**src/rtl/cpu_pkg.sv**
```systemverilog
// -----------------------------------------------------------------------------
// cpu_pkg
// Shared types for the ARM64 pipelined CPU EX/MEM boundary.
//   cond_e   : 4-bit B.cond condition code encoding (ARM numbering).
//   nzcv_t   : architectural flags, packed so bit 3..0 = N,Z,C,V.
//   ex_mem_t : payload carried from EX into the MEM-side pipeline register.
// -----------------------------------------------------------------------------
package cpu_pkg;

  localparam int XLEN = 64;  // datapath width
  localparam int REGW = 5;   // register-index width

  typedef enum logic [3:0] {
    COND_EQ = 4'h0,
    COND_NE = 4'h1,
    COND_CS = 4'h2,
    COND_CC = 4'h3,
    COND_MI = 4'h4,
    COND_PL = 4'h5,
    COND_VS = 4'h6,
    COND_VC = 4'h7,
    COND_HI = 4'h8,
    COND_LS = 4'h9,
    COND_GE = 4'hA,
    COND_LT = 4'hB,
    COND_GT = 4'hC,
    COND_LE = 4'hD,
    COND_AL = 4'hE,
    COND_NV = 4'hF   // behaves as "always" on ARMv8
  } cond_e;

  typedef struct packed {
    logic n;
    logic z;
    logic c;
    logic v;
  } nzcv_t;

  typedef struct packed {
    logic [XLEN-1:0] result;
    logic [XLEN-1:0] store_data;
    logic [REGW-1:0] rd;
    logic            reg_write;
    logic            mem_read;
    logic            mem_write;
  } ex_mem_t;

endpackage

```
**src/rtl/cond_eval.sv**
```systemverilog
// -----------------------------------------------------------------------------
// cond_eval
// Purely combinational B.cond evaluator, shared with decode.
// Ports:
//   cond  in  cond_e  condition code
//   f     in  nzcv_t  flags to test against
//   taken out 1       condition holds
// -----------------------------------------------------------------------------
module cond_eval
  import cpu_pkg::*;
(
  input  cond_e cond,
  input  nzcv_t f,
  output logic  taken
);

  // Signed "greater or equal" is N==V after a SUBS; computed once and reused.
  logic n_eq_v;
  assign n_eq_v = (f.n == f.v);

  always_comb begin
    taken = 1'b1;
    case (cond)
      COND_EQ: taken = f.z;
      COND_NE: taken = ~f.z;
      COND_CS: taken = f.c;
      COND_CC: taken = ~f.c;
      COND_MI: taken = f.n;
      COND_PL: taken = ~f.n;
      COND_VS: taken = f.v;
      COND_VC: taken = ~f.v;
      COND_HI: taken = f.c & ~f.z;
      COND_LS: taken = ~f.c | f.z;
      COND_GE: taken = n_eq_v;
      COND_LT: taken = ~n_eq_v;
      COND_GT: taken = ~f.z & n_eq_v;
      COND_LE: taken = f.z | ~n_eq_v;
      default: taken = 1'b1;  // AL and NV
    endcase
  end

endmodule

```
**src/rtl/ex_mem_stage.sv**
```systemverilog
// -----------------------------------------------------------------------------
// ex_mem_stage
// EX/MEM pipeline register directly after the 64-bit ALU. Latches the ALU
// result plus memory/writeback control with a valid/ready handshake, owns the
// architectural NZCV register (written only by ADDS/SUBS), and evaluates
// B.cond for decode against the freshest flags (bypassing the ALU flags when
// the instruction in EX sets them).
// Ports:
//   clk, rst_n                 clock, asynchronous active-low reset
//   in_valid / in_ready        EX-side handshake
//   alu_result, store_data     W-bit data from EX
//   negative, zero,
//   overflow, carry_out        ALU flags
//   set_flags                  EX instruction is ADDS/SUBS
//   rd, reg_write, mem_read,
//   mem_write                  destination and control from EX
//   flush                      discard the EX instruction
//   out_valid / out_ready      MEM-side handshake
//   mem_result, mem_store_data,
//   mem_rd                     registered payload
//   mem_reg_write, mem_mem_read,
//   mem_mem_write              registered control, forced low on a bubble
//   flags                      architectural NZCV (bit 3..0 = N,Z,C,V)
//   cond / cond_taken          B.cond query from decode and its result
// -----------------------------------------------------------------------------
module ex_mem_stage
  import cpu_pkg::*;
#(
  parameter int W  = XLEN,  // must match cpu_pkg::XLEN (payload struct width)
  parameter int RW = REGW   // must match cpu_pkg::REGW
) (
  input  logic          clk,
  input  logic          rst_n,

  input  logic          in_valid,
  output logic          in_ready,
  input  logic [W-1:0]  alu_result,
  input  logic          negative,
  input  logic          zero,
  input  logic          overflow,
  input  logic          carry_out,
  input  logic          set_flags,
  input  logic [RW-1:0] rd,
  input  logic          reg_write,
  input  logic          mem_read,
  input  logic          mem_write,
  input  logic [W-1:0]  store_data,
  input  logic          flush,

  output logic          out_valid,
  input  logic          out_ready,
  output logic [W-1:0]  mem_result,
  output logic [W-1:0]  mem_store_data,
  output logic [RW-1:0] mem_rd,
  output logic          mem_reg_write,
  output logic          mem_mem_read,
  output logic          mem_mem_write,

  output logic [3:0]    flags,
  input  logic [3:0]    cond,
  output logic          cond_taken
);

  ex_mem_t payload_reg;
  logic    out_valid_reg;
  nzcv_t   flags_reg;

  nzcv_t   alu_flags;
  nzcv_t   fwd_flags;
  logic    accept;
  logic    ex_sets_flags;

  // Ready depends only on the output side so it never combinationally
  // loops back through in_valid.
  assign in_ready = ~out_valid_reg | out_ready;
  assign accept   = in_valid & in_ready & ~flush;

  assign alu_flags = nzcv_t'({negative, zero, carry_out, overflow});

  // Bypass: a flag-setter sitting in EX (and not being killed) is the
  // youngest producer of NZCV, even if the stage is stalled and it has not
  // committed yet. Decode must see its flags, not the stale register.
  assign ex_sets_flags = in_valid & set_flags & ~flush;
  assign fwd_flags     = ex_sets_flags ? alu_flags : flags_reg;

  cond_eval u_cond_eval (
    .cond  (cond_e'(cond)),
    .f     (fwd_flags),
    .taken (cond_taken)
  );

  always_ff @(posedge clk or negedge rst_n) begin
    if (!rst_n) begin
      out_valid_reg <= 1'b0;
      payload_reg   <= '0;
      flags_reg     <= '0;
    end else begin
      if (accept) begin
        out_valid_reg          <= 1'b1;
        payload_reg.result     <= alu_result;
        payload_reg.store_data <= store_data;
        payload_reg.rd         <= rd;
        payload_reg.reg_write  <= reg_write;
        payload_reg.mem_read   <= mem_read;
        payload_reg.mem_write  <= mem_write;
        // Flags commit together with the instruction that produced them.
        if (set_flags) begin
          flags_reg <= alu_flags;
        end
      end else if (out_ready) begin
        // Drained with nothing new behind it: becomes a bubble, data holds.
        out_valid_reg <= 1'b0;
      end
    end
  end

  assign out_valid      = out_valid_reg;
  assign mem_result     = payload_reg.result;
  assign mem_store_data = payload_reg.store_data;
  assign mem_rd         = payload_reg.rd;

  // Stale control left in the register after a drain must never write.
  assign mem_reg_write  = out_valid_reg & payload_reg.reg_write;
  assign mem_mem_read   = out_valid_reg & payload_reg.mem_read;
  assign mem_mem_write  = out_valid_reg & payload_reg.mem_write;

  assign flags = flags_reg;

endmodule

```
**config.mk**
```make
export PLATFORM = sky130hd
export DESIGN_NAME = ex_mem_stage
export DESIGN_NICKNAME = d
export VERILOG_FILES = /design/src/rtl/cpu_pkg.sv /design/src/rtl/cond_eval.sv /design/src/rtl/ex_mem_stage.sv
export SDC_FILE = /design/constraint.sdc
export NUM_CORES = 1
export LEC_CHECK = 0
export ABC_CLOCK_PERIOD_IN_PS = 2200
export BUFFER_PORTS_ARGS = -buffer_cell sky130_fd_sc_hd__buf_4
export CAP_MARGIN = 20
export CORE_UTILIZATION = 47
export DETAILED_ROUTE_END_ITERATION = 10
export GPL_ROUTABILITY_DRIVEN = 0
export MAX_ROUTING_LAYER = met4
export PLACE_DENSITY = 0.87
export REMOVE_ABC_BUFFERS = 1
export SYNTH_ARGS = -nofsm -noshare
export SYNTH_HDL_FRONTEND = slang
export SYNTH_SLANG_ARGS = --single-unit
export TNS_END_PERCENT = 100
```
**constraint.sdc**
```tcl
create_clock -name clk -period 2.2 [get_ports clk]
set_clock_uncertainty 0.2 [all_clocks]
set_input_delay 0.44 -clock clk [delete_from_list [all_inputs] [get_ports clk]]
set_output_delay 0.44 -clock clk [all_outputs]
set_load 0.01 [all_outputs]
```
==> Implementation_results.wiki, run 1 <==
{| class="wikitable"
! Metric !! Value
|-
| Result of the run || complete, but fails checks
|-
| Violated checks || negative setup slack
|-
| Net switching power || 2110 uW
|-
| Pin count of the biggest net entering global routing || 80
|-
| Origin of the critical flop-to-flop path || out_valid
|-
| H-tree depth || 4
|-
| FP Rows || 42
|-
| Fin cells || 829
|-
| Proportion of power drawn by the clock network || 34.6%
|-
| Top-Level Pins || 293
|-
| Number of hold-slack violations in the final timing report || 0
|-
| Number of design rule violations left after detail routing || 0
|-
| HPWL after detailed placement || 10.4 mm
|-
| Final number of max-transition violations || 0
|-
| Syn Std Cell Area || 6440 um^2
|-
| Clk root buf || sky130_fd_sc_hd__clkbuf_16
|-
| Switching power as a share of total power || 25.7%
|-
| Footprint of the multi-input gates || 1830 um^2
|-
| GR Overflow Total || 0
|-
| Worst-margin pin slew || 429 ps
|-
| Max Freq || 390 MHz
|-
| Setup repair after global routing missed its margin || yes
|-
| Vert. Die Dim || 119 um
|-
| Most frequent cells in the layout || 301 x sky130_fd_sc_hd__buf_4, 141 x sky130_fd_sc_hd__dfrtp_1, 140 x sky130_fd_sc_hd__mux2_2
|-
| Synthesized area per cell || 14.0 um^2
|-
| Endpoint of the lowest-slack register-to-register path || mem_store_data[29]
|-
| Number of nets in the layout || 790
|-
| Hold wc startpoint || alu_result[63]
|-
| Hold depth || 2
|-
| Number of sinks on the clock net || 141
|-
| Clock tree buffer depth || 2
|-
| CTS tree || done
|-
| First-pass GRT wire length || 21.7 mm
|-
| Die width || 119 um
|-
| Most common library cell in the layout ignoring fill and taps || sky130_fd_sc_hd__buf_4
|-
| Hold Worst Slack || 59.0 ps
|-
| Number of warnings printed during yosys synthesis || 0
|-
| Clock transition at path regs || 60 ps
|-
| Class of the tightest hold or removal check || primary input to flip-flop
|-
| Relative slew margins || 71.4%
|-
| Total instance count after detailed placement || 790
|-
| Unique masters post-synth || 24
|-
| Placed inst area || 7880 um^2
|-
| Final period utilization || 117%
|-
| Sequential cell area || 3530 um^2
|-
| Post-synthesis to final-layout area growth || 32.9%
|-
| DR vias/cell || 4.82
|-
| Cell internal pwr || 6080 uW
|-
| Cells after Synth || 461
|-
| Via count of the first global-routing pass || 4465
|-
| Diode insertion count for antenna repair || 0
|-
| All-Layer GR Usage || 20.7%
|-
| Number of register bits inferred by synthesis || 141
|-
| First-pass iteration count of the detailed router || 4
|-
| Fraction of the core area covered by cells at the end of the flow || 64.4%
|-
| Final design area excluding fillers || 8560 um^2
|-
| Total Neg Setup Slack || -365 ps
|-
| Leakage component of the power || 0.00408 uW
|-
| Effective utilization at floorplan || 48.4%
|-
| Overall die area || 14200 um^2
|-
| Max cap viols || 0
|-
| Proportion of layout cells with a drive suffix above 1 || 74.0%
|-
| Number of input and output port buffers inserted || 292
|-
| Setup slack of the worst register-to-register path || 320 ps
|-
| Relative contribution of combinational cells to total power || 24.6%
|-
| Data required time of the worst path || 1560 ps
|-
| Relative contribution of sequential cells to total power || 40.7%
|-
| Later-pin clock latency in the skew report || 400 ps
|-
| Floorplan core area || 13300 um^2
|-
| Average routed wire per standard cell || 16.7 um
|-
| Wirelength, routed || 13.9 mm
|-
| Setup-failing EPs final || 1
|-
| Via count || 3994
|-
| Min Tclk post-route || 2560 ps
|-
| Sequential-to-total area share from yosys stat || 54.8%
|-
| Final worst-path setup slack || -365 ps
|-
| Largest driver fanout on the critical path || 4
|-
| Sort of element at the start of the critical path || flip-flop
|-
| Arrival time of data at the critical path endpoint || 1920 ps
|-
| Power per cell area || 957 nW/um^2
|-
| Crit end category || output pin
|-
| Initial antenna violation count || 0
|-
| Worst Reg-to-Reg Cells || 4
|-
| Count of routing violations after the opening detailed-route iteration || 136
|-
| Worst supply voltage drop on vdd || 0.481 mV
|-
| Kind of critical path || flip-flop to output pin
|-
| Filler cell count || 999
|-
| Cts bufs inserted || 17
|-
| DRT antenna net count || 0
|-
| End point of the worst hold path || mem_result[63]
|}
-- power groups by stage --
stage	combinational [uW]	clock, uW	sequential, uW
final	2020	2840	3340
after global routing	2140	3000	3400
after CTS	2010	2900	3340
after detailed placement	1970	0	3390
after global placement	1910	0	3340
after floorplan	577	0	3570
-- metal layers --
layer	vias to the layer above	wire (um)	global-route usage, %
met3	51	706	4.65
met5	-	0	-
met1	1985	4890	20.6
li1	1782	-	-
met2	176	7710	36.5
met4	0	573	12.7
-- through the flow --
stage | power [uW] | setup slack (ps)
5_1_grt | 8540 | -457
3_3_place_gp | 5260 | -162
2_1_floorplan | 4140 | -1180
6_report | 8190 | -365
4_1_cts | 8250 | -368
3_5_place_dp | 5360 | -244
-- cell type report --
class	instances	area share (%)
Sequential cell	141	41.2
Clock buffer	24	5.75
Timing Repair Buffer	308	27.7
Multi-Input combinational cell	170	21.4
Clock inverter	8	1.26
Inverter	2	0.0877
Tap cell	176	2.57
-- critical path, stage by stage, from the launching register on --
cell and delay [ps]:
sky130_fd_sc_hd__dfrtp_1 410, sky130_fd_sc_hd__xor2_1 180, sky130_fd_sc_hd__mux2i_2 260, sky130_fd_sc_hd__xnor2_1 180, sky130_fd_sc_hd__nand3_1 110, sky130_fd_sc_hd__a31o_1 250, sky130_fd_sc_hd__buf_6 120
-- how the worst max path moves through the flow --
stage	start	end	slack, ps	cells past startpoint
finish	flags[0]	cond_taken	-360	6
floorplan	out_ready	mem_rd[0]	-1180	3
global placement	flush	cond_taken	-160	7
CTS	flags[0]	cond_taken	-370	6
global route	flags[0]	cond_taken	-460	6
detailed placement	flush	cond_taken	-240	7
-- Yosys cell counts --
cell	count	area share, %
sky130_fd_sc_hd__and2b_2	1	0.14
sky130_fd_sc_hd__a21oi_1	2	0.16
sky130_fd_sc_hd__nand2_1	1	0.058
sky130_fd_sc_hd__and2b_1	1	0.12
sky130_fd_sc_hd__buf_6	1	0.17
sky130_fd_sc_hd__mux2i_1	6	0.93
sky130_fd_sc_hd__inv_1	2	0.12
sky130_fd_sc_hd__nand3_1	1	0.078
sky130_fd_sc_hd__mux2_2	140	24
sky130_fd_sc_hd__o221ai_1	1	0.14
sky130_fd_sc_hd__o21ai_0	1	0.078
sky130_fd_sc_hd__nand3b_1	1	0.12
sky130_fd_sc_hd__a31o_1	1	0.14
sky130_fd_sc_hd__nor2_4	1	0.17
sky130_fd_sc_hd__and2_1	3	0.29
sky130_fd_sc_hd__xor2_1	3	0.41
sky130_fd_sc_hd__buf_4	138	16
sky130_fd_sc_hd__mux4_2	1	0.35
sky130_fd_sc_hd__buf_2	9	0.70
sky130_fd_sc_hd__nand2b_1	1	0.097
sky130_fd_sc_hd__dfrtp_1	141	55
sky130_fd_sc_hd__nor2_1	3	0.17
sky130_fd_sc_hd__xnor2_1	1	0.14
sky130_fd_sc_hd__nor2_2	1	0.097
-- what timing repair did --
action / CTS / global route
setup endpoints to repair: 1 / 1
pin swaps: 3 / 0
resized for setup: 2 / 2
hold buffers: 1 / 0
buffers inserted: 4 / 2
endpoints found under the hold margin: 141 / 0
-- cells by family after synthesis --
family | after synthesis | synth area share, %
DFF | 141 | 54.8
muxes | 147 | 25.8
xor gates and xnor gates | 4 | 0.544
AOI/OAI and AO/OA | 5 | 0.505
and+or+nand+nor | 14 | 1.34
buffers and inverters | 150 | 17.1
No activity file was read; power rests on OpenSTA's default activity.
==> run 2, diff against run 1 <==
- CAP_MARGIN: 20 -> not set
- CORE_MARGIN: not set -> 2
==> Implementation_results.wiki, run 2 (same netlist as run 1, synthesis figures left out) <==
{| class="wikitable"
! Metric !! Value
|-
| Result of the run || complete, but fails checks
|-
| Die width || 121 um (+1.7%)
|-
| H-tree depth || 4 (unchanged)
|-
| Fin cells || 832 (+0.36%)
|-
| Power per cell area || 943 nW/um^2 (-1.5%)
|-
| Arrival time of data at the critical path endpoint || 1910 ps (about the same)
|-
| Data required time of the worst path || 1560 ps (about the same)
|-
| Number of sinks on the clock net || 141 (unchanged)
|-
| FP Rows || 42 (unchanged)
|-
| Largest driver fanout on the critical path || 4 (unchanged)
|-
| Switching power as a share of total power || 26.3% (+0.60 points)
|-
| Effective utilization at floorplan || 48.4% (unchanged)
|-
| Most common library cell in the layout ignoring fill and taps || sky130_fd_sc_hd__buf_4
|-
| First-pass GRT wire length || 21.8 mm (+0.44%)
|-
| Clock tree buffer depth || 2 (unchanged)
|-
| Later-pin clock latency in the skew report || 400 ps (about the same)
|-
| HPWL after detailed placement || 10.8 mm (+3.9%)
|-
| Hold depth || 2 (unchanged)
|-
| Total instance count after detailed placement || 796 (+0.76%)
|-
| Slowest cell on the critical path || sky130_fd_sc_hd__mux4_2
|-
| Cts bufs inserted || 17 (unchanged)
|-
| Setup-failing EPs final || 1 (unchanged)
|-
| Top-Level Pins || 293 (unchanged)
|-
| Post-synthesis to final-layout area growth || 33.2%
|-
| DRT antenna net count || 0 (unchanged)
|-
| Via count of the first global-routing pass || 4390 (-1.7%)
|-
| DR vias/cell || 4.78 (-0.68%)
|-
| Violated checks || negative setup slack
|-
| Max cap viols || 0 (unchanged)
|-
| Worst Reg-to-Reg Cells || 5 (+1)
|-
| Net switching power || 2130 uW (+1.1%)
|-
| Initial antenna violation count || 0 (unchanged)
|-
| Kind of critical path || flip-flop to output pin
|-
| Final number of max-transition violations || 0 (unchanged)
|-
| All-Layer GR Usage || 20.0% (-0.69 points)
|-
| Max incr delay on CP || 480 ps (+70 ps)
|-
| CP delay by family, top || multiplexers
|-
| Final period utilization || 116% (-0.73 points)
|-
| Final worst-path setup slack || -349 ps (+16.1 ps)
|-
| Clock transition at path regs || 60 ps (about the same)
|-
| Count of routing violations after the opening detailed-route iteration || 132 (-2.9%)
|-
| Crit end category || output pin
|-
| Number of design rule violations left after detail routing || 0 (unchanged)
|-
| First-pass iteration count of the detailed router || 6 (+2)
|-
| Average routed wire per standard cell || 17.2 um (+2.5%)
|-
| Max Freq || 392 MHz (+0.63%)
|-
| Floorplan core area || 13300 um^2 (unchanged)
|-
| Post-place setup slack || -167 ps (+76.9 ps)
|-
| Proportion of layout cells with a drive suffix above 1 || 73.9% (about the same)
|-
| Number of input and output port buffers inserted || 292 (unchanged)
|-
| CTS tree || done
|-
| Wirelength, routed || 14.3 mm (+2.8%)
|-
| Leakage component of the power || 0.00410 uW (+0.64%)
|-
| Worst supply voltage drop on vdd || 0.541 mV (+13%)
|-
| Min Tclk post-route || 2550 ps (-16.1 ps)
|-
| Proportion of power drawn by the clock network || 33.8% (-0.8 points)
|-
| Number of nets in the layout || 793 (+0.38%)
|-
| Sort of element at the start of the critical path || flip-flop
|-
| Cells along the critical path || mux2i_1 > mux4_2 > xor2_1 > nor2_2 > a31o_1 > buf_6
|-
| Relative slew margins || 73.2% (+1.8 points)
|-
| GR Overflow Total || 0 (unchanged)
|-
| Number of hold-slack violations in the final timing report || 0 (unchanged)
|-
| Critical path buffers and inverters || 1 (unchanged)
|-
| Relative contribution of sequential cells to total power || 41.5% (+0.8 points)
|-
| Relative contribution of combinational cells to total power || 24.7% (about the same)
|-
| Overall die area || 14700 um^2 (+3.4%)
|-
| Via count || 3981 (-0.33%)
|-
| Class of the tightest hold or removal check || primary input to flip-flop
|-
| Cell internal pwr || 5960 uW (-2.0%)
|-
| Worst-margin pin slew || 402 ps (-26.7 ps)
|-
| Total number of cells along the worst setup path || 6 (unchanged)
|-
| Pin count of the biggest net entering global routing || 60 (-25%)
|-
| Most frequent cells in the layout || 301 x sky130_fd_sc_hd__buf_4, 141 x sky130_fd_sc_hd__dfrtp_1, 140 x sky130_fd_sc_hd__mux2_2
|-
| Setup repair after global routing missed its margin || yes
|-
| Diode insertion count for antenna repair || 0 (unchanged)
|-
| Vert. Die Dim || 121 um (+1.7%)
|-
| Clk root buf || sky130_fd_sc_hd__clkbuf_16
|}
run 2: power by group through the flow:
stage	combinational, uW	clock, uW	sequential (uW)
final	2000	2740	3360
after floorplan	577	0	3570
after global placement	1930	0	3360
after CTS	2010	2790	3360
after global routing	2130	2920	3410
after detailed placement	1990	0	3400
run 2: final timing paths:
path / from / slack (ps) / end
hold reg to reg: payload_reg[2] / 300 / payload_reg[2]
min in group asynchronous: rst_n / 310 / mem_result[27]
setup reg to reg: out_valid / 300 / mem_result[14]
max in group asynchronous: rst_n / 930 / mem_result[36]
setup / recovery: flags[0] / -350 / cond_taken
hold / removal: alu_result[61] / 60 / mem_result[61]
run 2: layout make-up:
type	instances	area (um^2)
Clock buffer	23	488
Clock inverter	9	85.1
Fill cell	990	4710
Inverter	2	7.51
Multi-Input combinational cell	170	1820
Sequential cell	141	3530
Tap cell	176	220
Timing Repair Buffer	311	2430
run 2: routing by layer:
layer	up-vias	part of all wire, %	GRT usage [%]
met5	-	0	-
met4	0	1.7	7.56
met3	21	7.7	6.63
met2	189	54	34.6
met1	1985	37	21.1
li1	1786	-	-
run 2: through the flow:
stage / total power, uW / area (um^2) / TNS (ps) / util, % / hold WS, ps
floorplan: 4140 / 5350 / -160580 / - / -55.6
global placement: 5290 / 7970 / -152 / 59.9 / 181
detailed placement: 5390 / 7970 / -167 / 59.9 / 180
CTS: 8160 / 8570 / -350 / 64.4 / 37.3
global route: 8460 / 8580 / -457 / 64.5 / 33.3
finish: 8090 / 8580 / -349 / 64.5 / 58.7
run 2: what timing repair did:
action	4_1_cts	5_1_grt
hold endpoints to repair	36	0
setup endpoints to repair	1	1
resized for setup	1	1
setup buffers	2	1
hold buffers	1	0
run 2: worst reg2reg max path: stages, from the launching register on:
cell,delay (ps)
sky130_fd_sc_hd__dfrtp_1,420
sky130_fd_sc_hd__and2b_1,240
sky130_fd_sc_hd__nor2_4,170
sky130_fd_sc_hd__buf_12,180
sky130_fd_sc_hd__buf_12,200
sky130_fd_sc_hd__mux2_2,380
==> run 3, diff against run 2 <==
- ABC_CLOCK_PERIOD_IN_PS: 2200 -> 2850
- clock period: 2.2 -> 2.85 ns (I/O delays scaled with it)
==> Implementation_results.wiki, run 3 (same netlist as run 1, synthesis figures left out) <==
{| class="wikitable"
! Metric !! Value
|-
| Result of the run || completed
|-
| Footprint of the multi-input gates || 1810 um^2 (-0.34%)
|-
| Leakage component of the power || 0.00400 uW (-2.6%)
|-
| Proportion of layout cells with a drive suffix above 1 || 73.1% (-0.81 points)
|-
| Total Neg Setup Slack || 0 ps (+349 ps)
|-
| Later-pin clock latency in the skew report || 400 ps (about the same)
|-
| Sort of element at the start of the critical path || primary input
|-
| Relative contribution of combinational cells to total power || 24.8% (about the same)
|-
| Cells along the critical path || buf_4 > nand3b_1 > mux2i_1 > o221ai_1 > mux2i_1 > a31o_1 > buf_4
|-
| DR vias/cell || 4.74 (-0.96%)
|-
| Power per cell area || 719 nW/um^2 (-24%)
|-
| Number of nets in the layout || 780 (-1.6%)
|-
| First-pass iteration count of the detailed router || 4 (-2)
|-
| Pin count of the biggest net entering global routing || 78 (+30%)
|-
| Crit end category || output pin
|-
| Number of input and output port buffers inserted || 292 (unchanged)
|-
| Worst supply voltage drop on vdd || 0.411 mV (-24%)
|-
| Sequential cell area || 3530 um^2 (unchanged)
|-
| Final period utilization || 93.6%
|-
| Total instance count after detailed placement || 786 (-1.3%)
|-
| All-Layer GR Usage || 19.6% (-0.36 points)
|-
| Final number of max-transition violations || 0 (unchanged)
|-
| Number of sinks on the clock net || 141 (unchanged)
|-
| Kind of critical path || primary input to output pin
|-
| Placed inst area || 7840 um^2 (-1.6%)
|-
| Post-place setup slack || 192 ps (+358 ps)
|-
| Switching power as a share of total power || 26.3% (about the same)
|-
| Largest driver fanout on the critical path || 5 (+1)
|-
| FP Rows || 42 (unchanged)
|-
| Final design area excluding fillers || 8370 um^2 (-2.5%)
|-
| Die width || 121 um (unchanged)
|-
| Cell internal pwr || 4440 uW (-26%)
|-
| H-tree depth || 4 (unchanged)
|-
| Max incr delay on CP || 280 ps (-200 ps)
|-
| Fin cells || 816 (-1.9%)
|-
| Relative slew margins || 70.3% (-2.9 points)
|-
| Vert. Die Dim || 121 um (unchanged)
|-
| Via count || 3867 (-2.9%)
|-
| Filler cell count || 995 (+0.51%)
|-
| Arrival time of data at the critical path endpoint || 1900 ps (about the same)
|-
| Clock transition at path regs || 60 ps (about the same)
|-
| Data required time of the worst path || 2080 ps (+520 ps)
|-
| Via count of the first global-routing pass || 4290 (-2.3%)
|-
| Min Tclk post-route || 2670 ps
|-
| First-pass GRT wire length || 21.5 mm (-1.7%)
|-
| Diode insertion count for antenna repair || 0 (unchanged)
|-
| Proportion of power drawn by the clock network || 32.2% (-1.6 points)
|-
| Setup repair after global routing missed its margin || no
|-
| Most common library cell in the layout ignoring fill and taps || sky130_fd_sc_hd__buf_4
|-
| Count of routing violations after the opening detailed-route iteration || 159 (+20%)
|-
| Number of hold-slack violations in the final timing report || 0 (unchanged)
|-
| Clock tree buffer depth || 2 (unchanged)
|-
| CTS tree || done
|-
| Most frequent cells in the layout || 293 x sky130_fd_sc_hd__buf_4, 141 x sky130_fd_sc_hd__dfrtp_1, 140 x sky130_fd_sc_hd__mux2_2
|-
| Class of the tightest hold or removal check || primary input to flip-flop
|-
| Setup-failing EPs final || 0 (-1)
|-
| Effective utilization at floorplan || 48.4% (unchanged)
|-
| HPWL after detailed placement || 10.6 mm (-2.4%)
|-
| Overall die area || 14700 um^2 (unchanged)
|-
| Floorplan core area || 13300 um^2 (unchanged)
|-
| Top-Level Pins || 293 (unchanged)
|-
| Number of setup buffers added after CTS || 0 (-2)
|-
| Critical path buffers and inverters || 2 (+1)
|-
| Max cap viols || 0 (unchanged)
|-
| Post-synthesis to final-layout area growth || 29.9%
|-
| Wirelength, routed || 13.8 mm (-3.0%)
|-
| Relative contribution of sequential cells to total power || 43.0% (+1.5 points)
|-
| Net switching power || 1580 uW (-26%)
|-
| Clk root buf || sky130_fd_sc_hd__clkbuf_16
|-
| Post-cts repair resize count || 0 (-1)
|-
| Slowest cell on the critical path || sky130_fd_sc_hd__mux2i_1
|-
| Worst-margin pin slew || 446 ps (+43.5 ps)
|-
| Final worst-path setup slack || 182 ps (+530 ps)
|-
| Fraction of the core area covered by cells at the end of the flow || 62.9% (-1.6 points)
|-
| Max Freq || 375 MHz
|-
| GR Overflow Total || 0 (unchanged)
|-
| Initial antenna violation count || 0 (unchanged)
|-
| CP delay by family, top || multiplexers
|-
| Cts bufs inserted || 17 (unchanged)
|-
| DRT antenna net count || 0 (unchanged)
|-
| Average routed wire per standard cell || 17.0 um (-1.1%)
|-
| Number of design rule violations left after detail routing || 0 (unchanged)
|}
run 3: cell types whose count changed in the layout (fill, tap and decap cells not counted), sizes merged:
cell / before / now
inv: 3 / 2
bufinv: 1 / 0
clkbuf: 23 / 22
buf: 310 / 297
run 3: worst paths after layout:
check / start / to / slack [ps] / cells past startpoint
worst min register to register: mem_store_data[1] / mem_store_data[1] / 310 / 1
worst min-delay path: store_data[50] / mem_store_data[50] / 190 / 2
min in group asynchronous: rst_n / mem_result[0] / 460 / 2
worst max register to register: out_valid / mem_store_data[15] / 920 / 4
worst max-delay path: flush / cond_taken / 180 / 7
max in group asynchronous: rst_n / mem_result[51] / 1290 / 3
run 3: per-stage QoR:
stage | hold slack, ps | total power, uW
after floorplan | 74.4 | 3200
after global placement | 286 | 4060
after global routing | 171 | 6300
after CTS | 171 | 6090
final | 193 | 6020
after detailed placement | 288 | 4130
run 3: final cells by class:
class / count / share of cell area [%]
sequential: 141 / 42.2
clock inverter: 7 / 0.508
clock buffer: 22 / 5.67
multi-input combinational: 170 / 21.7
tap: 176 / 2.63
timing repair buffer: 298 / 27.3
inverter: 2 / 0.0897
run 3: worst reg2reg max path, delay by kind of cell (launching register included):
kind          cells  cell delay, ps
flops             1             410
buf+inv           1             350
simple gates      2             390
mux               1             470
run 3: power by group through the flow:
stage | combinational [uW] | clock, uW | sequential, uW
global placement | 1470 | 0 | 2600
floorplan | 445 | 0 | 2750
global route | 1590 | 2070 | 2640
detailed placement | 1510 | 0 | 2630
CTS | 1510 | 1980 | 2600
finish | 1490 | 1940 | 2590
run 3: layer usage:
layer	track usage (%)	wire, um	share of wire [%]	up-vias
met5	-	0	0	-
met4	8.07	335	2.4	0
met3	6.58	1170	8.5	26
met2	33.6	7340	53	192
met1	20.7	5000	36	1895
li1	-	-	-	1754
run 3: timing repair:
action,4_1_cts,5_1_grt
hold buffers,1,0
endpoints found under the hold margin,43,0
endpoints found under the setup margin,0,0
